[config.mk]
export PLATFORM = sky130hd
export DESIGN_NAME = uart_rx_cmd_decoder
export DESIGN_NICKNAME = d
export VERILOG_FILES = /design/src/rtl/uart_rx_cmd_decoder.sv
export SDC_FILE = /design/constraint.sdc
export NUM_CORES = 1
export LEC_CHECK = 0
export ABC_AREA = 1
export CAP_MARGIN = 20
export CELL_PAD_IN_SITES_DETAIL_PLACEMENT = 1
export CELL_PAD_IN_SITES_GLOBAL_PLACEMENT = 2
export CORE_MARGIN = 2
export CORE_UTILIZATION = 24
export CTS_BUF_LIST = sky130_fd_sc_hd__clkbuf_2
export DETAILED_ROUTE_END_ITERATION = 6
export PLACE_DENSITY = 0.75
export SLEW_MARGIN = 20
export SYNTH_ARGS = -nofsm -noshare
export SYNTH_HDL_FRONTEND = slang
export SYNTH_SLANG_ARGS = --single-unit
[constraint.sdc]
create_clock -name clk -period 1.2 [get_ports clk]
set_input_delay 0.18 -clock clk [delete_from_list [all_inputs] [get_ports clk]]
set_output_delay 0.18 -clock clk [all_outputs]
set_load 0.005 [all_outputs]
[src/rtl/uart_rx_cmd_decoder.sv]
// uart_rx_cmd_decoder
//
// Sits behind the UART receiver. It assembles multi-byte command frames from
// received bytes and issues single-cycle register-file and ALU strobes.
// Malformed, corrupted or stalled frames are aborted and the cause reported.
//
// Frames (first byte is the opcode, decoded in IDLE):
//   AA addr data   register write  -> wr_en
//   BB addr        register read   -> rd_en
//   CC a b fun     ALU with operands -> alu_en
//   DD fun         ALU, previous operands -> alu_en
//
// Ports:
//   clk, reset              clock, synchronous active-high reset
//   rx_data_valid           one-cycle byte-available pulse
//   rx_data                 received byte
//   rx_par_error            parity error for the current byte
//   rx_frame_error          start/stop error for the current byte
//   wr_en, rd_en, alu_en    one-cycle command strobes (mutually exclusive)
//   addr, wr_data           register address / write data, held
//   alu_op_a, alu_op_b      ALU operands, held
//   alu_fun                 ALU function, held
//   cmd_busy                high while a frame is in progress
//   cmd_error               one-cycle abort pulse
//   err_code                01 byte error, 10 unknown opcode, 11 timeout; held
//   good_cmd_cnt, err_cnt   saturating statistics counters
//
// Build option: define UART_RX_CMD_STATS_EN to implement the statistics
// counters; otherwise good_cmd_cnt and err_cnt are constant zero.

module uart_rx_cmd_decoder #(
  parameter int DATA_WIDTH     = 8,
  parameter int ADDR_WIDTH     = 4,
  parameter int TIMEOUT_CYCLES = 1024
) (
  input  logic                  clk,
  input  logic                  reset,
  input  logic                  rx_data_valid,
  input  logic [DATA_WIDTH-1:0] rx_data,
  input  logic                  rx_par_error,
  input  logic                  rx_frame_error,
  output logic                  wr_en,
  output logic                  rd_en,
  output logic [ADDR_WIDTH-1:0] addr,
  output logic [DATA_WIDTH-1:0] wr_data,
  output logic                  alu_en,
  output logic [DATA_WIDTH-1:0] alu_op_a,
  output logic [DATA_WIDTH-1:0] alu_op_b,
  output logic [3:0]            alu_fun,
  output logic                  cmd_busy,
  output logic                  cmd_error,
  output logic [1:0]            err_code,
  output logic [7:0]            good_cmd_cnt,
  output logic [7:0]            err_cnt
);

  localparam int TW = (TIMEOUT_CYCLES > 1) ? $clog2(TIMEOUT_CYCLES) : 1;

  localparam logic [2:0] IDLE    = 3'd0;
  localparam logic [2:0] WR_ADDR = 3'd1;
  localparam logic [2:0] WR_DATA = 3'd2;
  localparam logic [2:0] RD_ADDR = 3'd3;
  localparam logic [2:0] ALU_A   = 3'd4;
  localparam logic [2:0] ALU_B   = 3'd5;
  localparam logic [2:0] ALU_FUN = 3'd6;

  localparam logic [DATA_WIDTH-1:0] OP_WR     = DATA_WIDTH'(8'hAA);
  localparam logic [DATA_WIDTH-1:0] OP_RD     = DATA_WIDTH'(8'hBB);
  localparam logic [DATA_WIDTH-1:0] OP_ALU    = DATA_WIDTH'(8'hCC);
  localparam logic [DATA_WIDTH-1:0] OP_ALU_NO = DATA_WIDTH'(8'hDD);

  localparam logic [1:0] ERR_BYTE    = 2'b01;
  localparam logic [1:0] ERR_OPCODE  = 2'b10;
  localparam logic [1:0] ERR_TIMEOUT = 2'b11;

  logic [2:0]            state, state_nxt;
  logic [TW-1:0]         tmo_cnt, tmo_nxt;
  logic                  wr_en_nxt, rd_en_nxt, alu_en_nxt, err_nxt;
  logic [1:0]            code_nxt;
  logic [ADDR_WIDTH-1:0] addr_nxt;
  logic [DATA_WIDTH-1:0] wr_data_nxt, op_a_nxt, op_b_nxt;
  logic [3:0]            fun_nxt;

  always_comb begin
    state_nxt   = state;
    tmo_nxt     = tmo_cnt;
    wr_en_nxt   = 1'b0;
    rd_en_nxt   = 1'b0;
    alu_en_nxt  = 1'b0;
    err_nxt     = 1'b0;
    code_nxt    = err_code;
    addr_nxt    = addr;
    wr_data_nxt = wr_data;
    op_a_nxt    = alu_op_a;
    op_b_nxt    = alu_op_b;
    fun_nxt     = alu_fun;

    if (rx_data_valid) begin
      // Any accepted byte restarts the inter-byte timeout, and a byte landing
      // on the expiry cycle wins over the timeout.
      tmo_nxt = '0;
      if (rx_par_error || rx_frame_error) begin
        state_nxt = IDLE;
        err_nxt   = 1'b1;
        code_nxt  = ERR_BYTE;
      end else begin
        case (state)
          IDLE: begin
            if (rx_data == OP_WR)           state_nxt = WR_ADDR;
            else if (rx_data == OP_RD)      state_nxt = RD_ADDR;
            else if (rx_data == OP_ALU)     state_nxt = ALU_A;
            else if (rx_data == OP_ALU_NO)  state_nxt = ALU_FUN;
            else begin
              err_nxt  = 1'b1;
              code_nxt = ERR_OPCODE;
            end
          end
          WR_ADDR: begin
            addr_nxt  = rx_data[ADDR_WIDTH-1:0];
            state_nxt = WR_DATA;
          end
          WR_DATA: begin
            wr_data_nxt = rx_data;
            wr_en_nxt   = 1'b1;
            state_nxt   = IDLE;
          end
          RD_ADDR: begin
            addr_nxt  = rx_data[ADDR_WIDTH-1:0];
            rd_en_nxt = 1'b1;
            state_nxt = IDLE;
          end
          ALU_A: begin
            op_a_nxt  = rx_data;
            state_nxt = ALU_B;
          end
          ALU_B: begin
            op_b_nxt  = rx_data;
            state_nxt = ALU_FUN;
          end
          ALU_FUN: begin
            fun_nxt    = rx_data[3:0];
            alu_en_nxt = 1'b1;
            state_nxt  = IDLE;
          end
          default: state_nxt = IDLE;
        endcase
      end
    end else if (state != IDLE) begin
      if (tmo_cnt == TW'(TIMEOUT_CYCLES - 1)) begin
        state_nxt = IDLE;
        tmo_nxt   = '0;
        err_nxt   = 1'b1;
        code_nxt  = ERR_TIMEOUT;
      end else begin
        tmo_nxt = tmo_cnt + TW'(1);
      end
    end
  end

  always_ff @(posedge clk) begin
    if (reset) begin
      state     <= IDLE;
      tmo_cnt   <= '0;
      wr_en     <= 1'b0;
      rd_en     <= 1'b0;
      alu_en    <= 1'b0;
      cmd_error <= 1'b0;
      cmd_busy  <= 1'b0;
      err_code  <= '0;
      addr      <= '0;
      wr_data   <= '0;
      alu_op_a  <= '0;
      alu_op_b  <= '0;
      alu_fun   <= '0;
    end else begin
      state     <= state_nxt;
      tmo_cnt   <= tmo_nxt;
      wr_en     <= wr_en_nxt;
      rd_en     <= rd_en_nxt;
      alu_en    <= alu_en_nxt;
      cmd_error <= err_nxt;
      // Registered copy of the busy decode so the output comes straight from a flop.
      cmd_busy  <= (state_nxt != IDLE);
      err_code  <= code_nxt;
      addr      <= addr_nxt;
      wr_data   <= wr_data_nxt;
      alu_op_a  <= op_a_nxt;
      alu_op_b  <= op_b_nxt;
      alu_fun   <= fun_nxt;
    end
  end

`ifdef UART_RX_CMD_STATS_EN
  logic [7:0] good_q, err_q;

  // Counters follow the registered strobes, so they lag the pulse by a cycle.
  always_ff @(posedge clk) begin
    if (reset) begin
      good_q <= 8'd0;
      err_q  <= 8'd0;
    end else begin
      if ((wr_en || rd_en || alu_en) && good_q != 8'hFF) good_q <= good_q + 8'd1;
      if (cmd_error && err_q != 8'hFF) err_q <= err_q + 8'd1;
    end
  end

  assign good_cmd_cnt = good_q;
  assign err_cnt      = err_q;
`else
  assign good_cmd_cnt = 8'd0;
  assign err_cnt      = 8'd0;
`endif

endmodule

==> Yosys cells after proc, flatten, opt, wreduce, memory -nomap -nowiden <==
Index checks and enable logic that the tools add are counted.
{ "totals": {"reg_bits": 52, "latch_bits": 0, "mem_bits_rw": 0, "romBits": 0, "out_inout_bits": 55, "word_cells": 78, "mem_count": 0} }
{ "op_classes": {"n_addsub": 1, "mul": 0, "div": 0, "n_lt_le_gt_ge": 0, "n_eq_ne": 16, "n_shift": 0, "n_mux": 31, "bitwise_logic": 2, "reduce_logical": 15} }
{ "op_table": {"columns": ["cell", "n"], "rows": [
  ["$eq A8 B8 Y1 const B", 4],
  ["$mux W3", 8],
  ["$mux W2", 9],
  ["$reduce_and A3 Y1", 5],
  ["$mux W1", 12],
  ["$ne A3 B3 Y1 const B", 4],
  ["$pmux W3 S4", 1],
  ["$add A10 B1 Y10 const B", 1],
  ["$eq A10 B10 Y1 const B", 1],
  ["$mux W10", 1],
  ["$eq A3 B3 Y1 const B", 3],
  ["$reduce_and A7 Y1", 1],
  ["$eq A3 B2 Y1 const B", 2],
  ["$reduce_bool A3 Y1", 2],
  ["$reduce_bool A2 Y1", 2],
  ["$reduce_or A2 Y1", 2],
  ["$eq A3 B1 Y1 const B", 1],
  ["$logic_not A3 Y1", 1],
  ["$ne A3 B1 Y1 const B", 1],
  ["$reduce_or A3 Y1", 1],
  ["$not A1 Y1", 2],
  ["$logic_or A1 B1 Y1", 1]
]} }

==> Longest topological paths before layout <==
{ "logic_depth": {"word_depth": 9, "mapped_depth": 10} }

==> Least setup slack after synthesis <==
No wires, ideal clock.
{ "synth_timing": {"kind": "register -> register", "startpoint": "register tmo_cnt[0]", "endpoint": "register err_code[0]", "setup_time_ps": 113, "arrival_time_ps": 1231, "t_required_ps": 1087, "path_slack_ps": -144, "path_stages_with_launch": 9, "path_buffers": 0, "period_less_slack_ps": 1344, "path_cell_list": "dfxtp_1 > ha_1 > nand3_1 > nor3_2 > nand2_1 > nand2_1 > nand2_1 > nand3_1 > nand2_1"} }
{ "synth_between": {"elab_chain_cells": 3} }
{ "synth_lines": {"columns": ["element", "line_no", "text"], "rows": [
  ["start, declared", "77", "logic [TW-1:0] tmo_cnt, tmo_nxt;"],
  ["start signal, assigned", "177", "tmo_cnt <= tmo_nxt;"],
  ["$eq A10 B10 Y1", "149", "if (tmo_cnt == TW'(TIMEOUT_CYCLES - 1)) begin"],
  ["$reduce_bool A2 Y1 (no source line)", null, null],
  ["$reduce_and A7 Y1 (no source line)", null, null],
  ["end signal, assigned", "184", "err_code <= code_nxt;"],
  ["end, declared", "52", "output logic [1:0] err_code,"]
]} }
Every way passes these cells.
A chain may end at the register's enable or synchronous reset.

==> Worst setup path after layout <==
{ "layout_timing": {"startpoint": "register tmo_cnt[1]", "endpoint": "register cmd_busy"} }
{ "layout_between": {"elab_chain_cells": 5} }
{ "layout_lines": {"columns": ["element", "line_no", "text"], "rows": [
  ["$eq A10 B10 Y1", "149", null],
  ["$mux W3", "149", null],
  ["$mux W3", "148", "end else if (state != IDLE) begin"],
  ["$mux W3", "98", "if (rx_data_valid) begin"],
  ["$reduce_bool A3 Y1", "183", "cmd_busy <= (state_nxt != IDLE);"],
  ["end signal, assigned", "183", null],
  ["end, declared", "50", "output logic cmd_busy,"]
]} }
Every way passes these cells.

==> out/qor.csv <==
metric,value,unit
status,"complete, but fails checks",
failing checks,setup timing,
register area,1110,µm²
Vias/cell,4.48,
setup TNS,-2.47,ns
MaxCap Viol Count,0,
CTS Buffer Depth,2,
nets@finish,435,
Fin Hold WS,0.381,ns
Synthesis Warnings,0,
Die X,101,µm
Startpoint Class,register,
DRT iter0 DRCs,51,
largest net degree at the start of global routing,25,
"critical path fanouts, max",3,
worst path required time,1.57,ns
first-pass GRT wire length,11900,µm
TritonCTS clock tree,yes,
Initial DRT Pass Iterations,4,
FF-to-FF Start,tmo_cnt[1]$_SDFFE_PP0N_,
WP buf/inv,0,
Netlist cell types,27,
Post-Place Cells,500,
vias in the first global route,2401,
clk_lat worst skew,0.48,ns
LEAKAGE,1.74,nW
CTS Buf Count,5,
final worst-path cycle share,1.14,
I/O pins,68,
crit path launch,tmo_cnt[1]$_SDFFE_PP0N_,
Crit. path cell count,8,
final hold violation count,0,
# setup viols final,40,
fillers,1107,
P per Cell Area,755,nW/µm²
Worst Hold Launch,reset,
Crit. End Element,register,
# rows,35,
Core ar.,9150,µm²
WS Path Type,reg -> reg,
sequential share of the synthesized area,0.462,
FF-to-FF End,cmd_busy$_SDFF_PP0_,
Final HPWL DP,5260,µm
post-synthesis cell count,299,
r2r setup slk,-0.17,ns
CTS H-tree depth,2,
Synth Cell Area,2250,µm²
drt drc,0,
Starting Density,0.246,
Final WS setup,-0.168,ns
GP Congestion,0.771,
PortBufs,51,
RSZ-0062 raised after global routing,true,
worst hold path class,in -> reg,
Worst Hold Path EP,wr_en$_SDFF_PP0_,
syn avg cell area,7.54,µm²
final WL,7560,µm
"Slew Viols, Final",0,
Slowest cell on crit path,dfxtp_4,
Worst path max stage delay,0.43,ns
# diodes,0,
skew final,0.0466,ns
placed cell area,3190,µm²
kind of cell adding the most delay to the critical path,simple AND/OR/NAND/NOR gates,
Routed wire per std cell,14.2,µm
area of the multi-input gates,1310,µm²
"FF+latch count, synth",52,
total track usage,0.146,
DRT antenna net count,0,
most frequent cells in the layout,"58 x buf_4, 43 x dfxtp_2, 39 x nand2_1",
CTS root buffer,clkbuf_2,
Worst-path clk slew,0.33,ns
initial antenna violation count,0,
Area growth syn-to-layout,64.6,%
Post-CTS Hold Fix Bufs,0,
cell mode on critical path,nand3_1,
grt total ovfl,0,
Hold Path Depth,3,
die area,10200,µm²
post-layout min period,1.37,ns
worst path cell trace,"ha_4, nand3_4, nor2_4, nand2_2, nand3_1, nand3_1, nand2_1, nand4_1",
Final Instance Area,3710,µm²
share of layout cells above drive strength 1,0.578,
CP Data Arrival Time,1.74,ns
"most common cell after layout, fill and taps aside",buf_4,
Die Ht,101,µm
Num Clock Sinks,52,
Final Non-Filler Cells,533,
Via Count,2388,
f_max,731,MHz
Overall Power,2.80,mW
Reg2Reg Depth,8,
peak supply drop,0.376,mV
## synth_stat cells
| cell type | instances | area, µm² |
|---|---|---|
| nor2_1 | 42 | 158 |
| ha_1 | 1 | 12.5 |
| a21oi_1 | 29 | 145 |
| nand3_4 | 1 | 17.5 |
| nand4_1 | 5 | 31.3 |
| inv_1 | 22 | 82.6 |
| nor2_2 | 3 | 18.8 |
| nand3_1 | 14 | 70.1 |
| conb_1 | 1 | 3.75 |
| nand3_2 | 1 | 10.0 |
| inv_4 | 1 | 6.26 |
| nor4_1 | 1 | 6.26 |
| or2_2 | 1 | 6.26 |
| o21ai_0 | 33 | 165 |
| nand4_2 | 1 | 12.5 |
| nor3_1 | 4 | 20.0 |
| buf_2 | 1 | 5.00 |
| buf_6 | 1 | 11.3 |
| buf_1 | 1 | 3.75 |
| inv_2 | 5 | 18.8 |
| xnor2_1 | 3 | 26.3 |
| xor2_1 | 2 | 17.5 |
| nand2_1 | 51 | 191 |
| dfxtp_1 | 52 | 1040 |
| buf_4 | 18 | 135 |
| nor3_2 | 3 | 30.0 |
| clkbuf_1 | 2 | 7.51 |
## registers in the layout, indices dropped and copies added (netlist names), 2 cells and up
| register | count |
|---|---|
| addr | 4 |
| alu_fun | 4 |
| alu_op_a | 8 |
| alu_op_b | 8 |
| err_code | 2 |
| state | 3 |
| tmo_cnt | 10 |
| wr_data | 8 |
## worst reg2reg max path, delay by kind of cell (launching register included)
family | cells | cell delay (ns)
fa+ha+maj | 1 | 0.14
flops | 1 | 0.43
simple gates | 7 | 0.72
## where the power goes
group	switching [mW]	leakage [nW]	internal [mW]
combinational	0.149	1.27	0.106
clock	0.650	0.0300	0.160
sequential	0.00342	0.444	1.73
## cells by family after synthesis
kind of cell	Yosys count	share of synthesized area
flip-flops	52	0.462
adder cells (fa/ha/maj)	1	0.00555
XOR/XNOR	5	0.0194
AO/OA/AOI/OAI	62	0.138
AND/OR/NAND/NOR	127	0.254
other	1	0.00166
buffers and inverters	51	0.120
## metrics by stage
stage	utilization	setup slack (ns)
3_5_place_dp	0.349	-0.510
3_3_place_gp	0.349	-0.458
5_1_grt	0.405	-0.286
2_1_floorplan	-	-0.0223
6_report	0.405	-0.168
4_1_cts	0.366	-0.175
## area by class of cell
class	count	area share
Inverter	28	0.0337
Clock buffer	5	0.00675
Clock inverter	3	0.00675
Tap cell	111	0.0374
Timing Repair inverter	2	0.00405
Sequential cell	52	0.298
Timing Repair Buffer	121	0.261
Multi-Input combinational cell	211	0.352
## worst max-delay path by stage
stage	slack, ns	end
3_5_place_dp	-0.51	alu_op_b[2]$_SDFFE_PP0P_
6_report	-0.17	cmd_busy$_SDFF_PP0_
5_1_grt	-0.29	cmd_busy$_SDFF_PP0_
2_1_floorplan	-0.02	cmd_busy$_SDFF_PP0_
4_1_cts	-0.17	cmd_busy$_SDFF_PP0_
3_3_place_gp	-0.46	alu_op_b[0]$_SDFFE_PP0P_
## repair_timing
action,CTS,global route
cloned,2,0
endpoints found under the setup margin,87,82
resized for setup,269,58
setup buffers,6,18
pin swaps,24,28
## routing by layer
metal | track usage | vias to the layer above | share of wire | wire, µm
met4 | 0.0385 | 0 | 0.011 | 80
met5 | 0 | - | 0 | 0
met3 | 0.0298 | 7 | 0.040 | 299
met2 | 0.246 | 43 | 0.49 | 3700
li1 | - | 1183 | - | -
met1 | 0.190 | 1155 | 0.46 | 3470
Power figures use the tool's default switching activity.
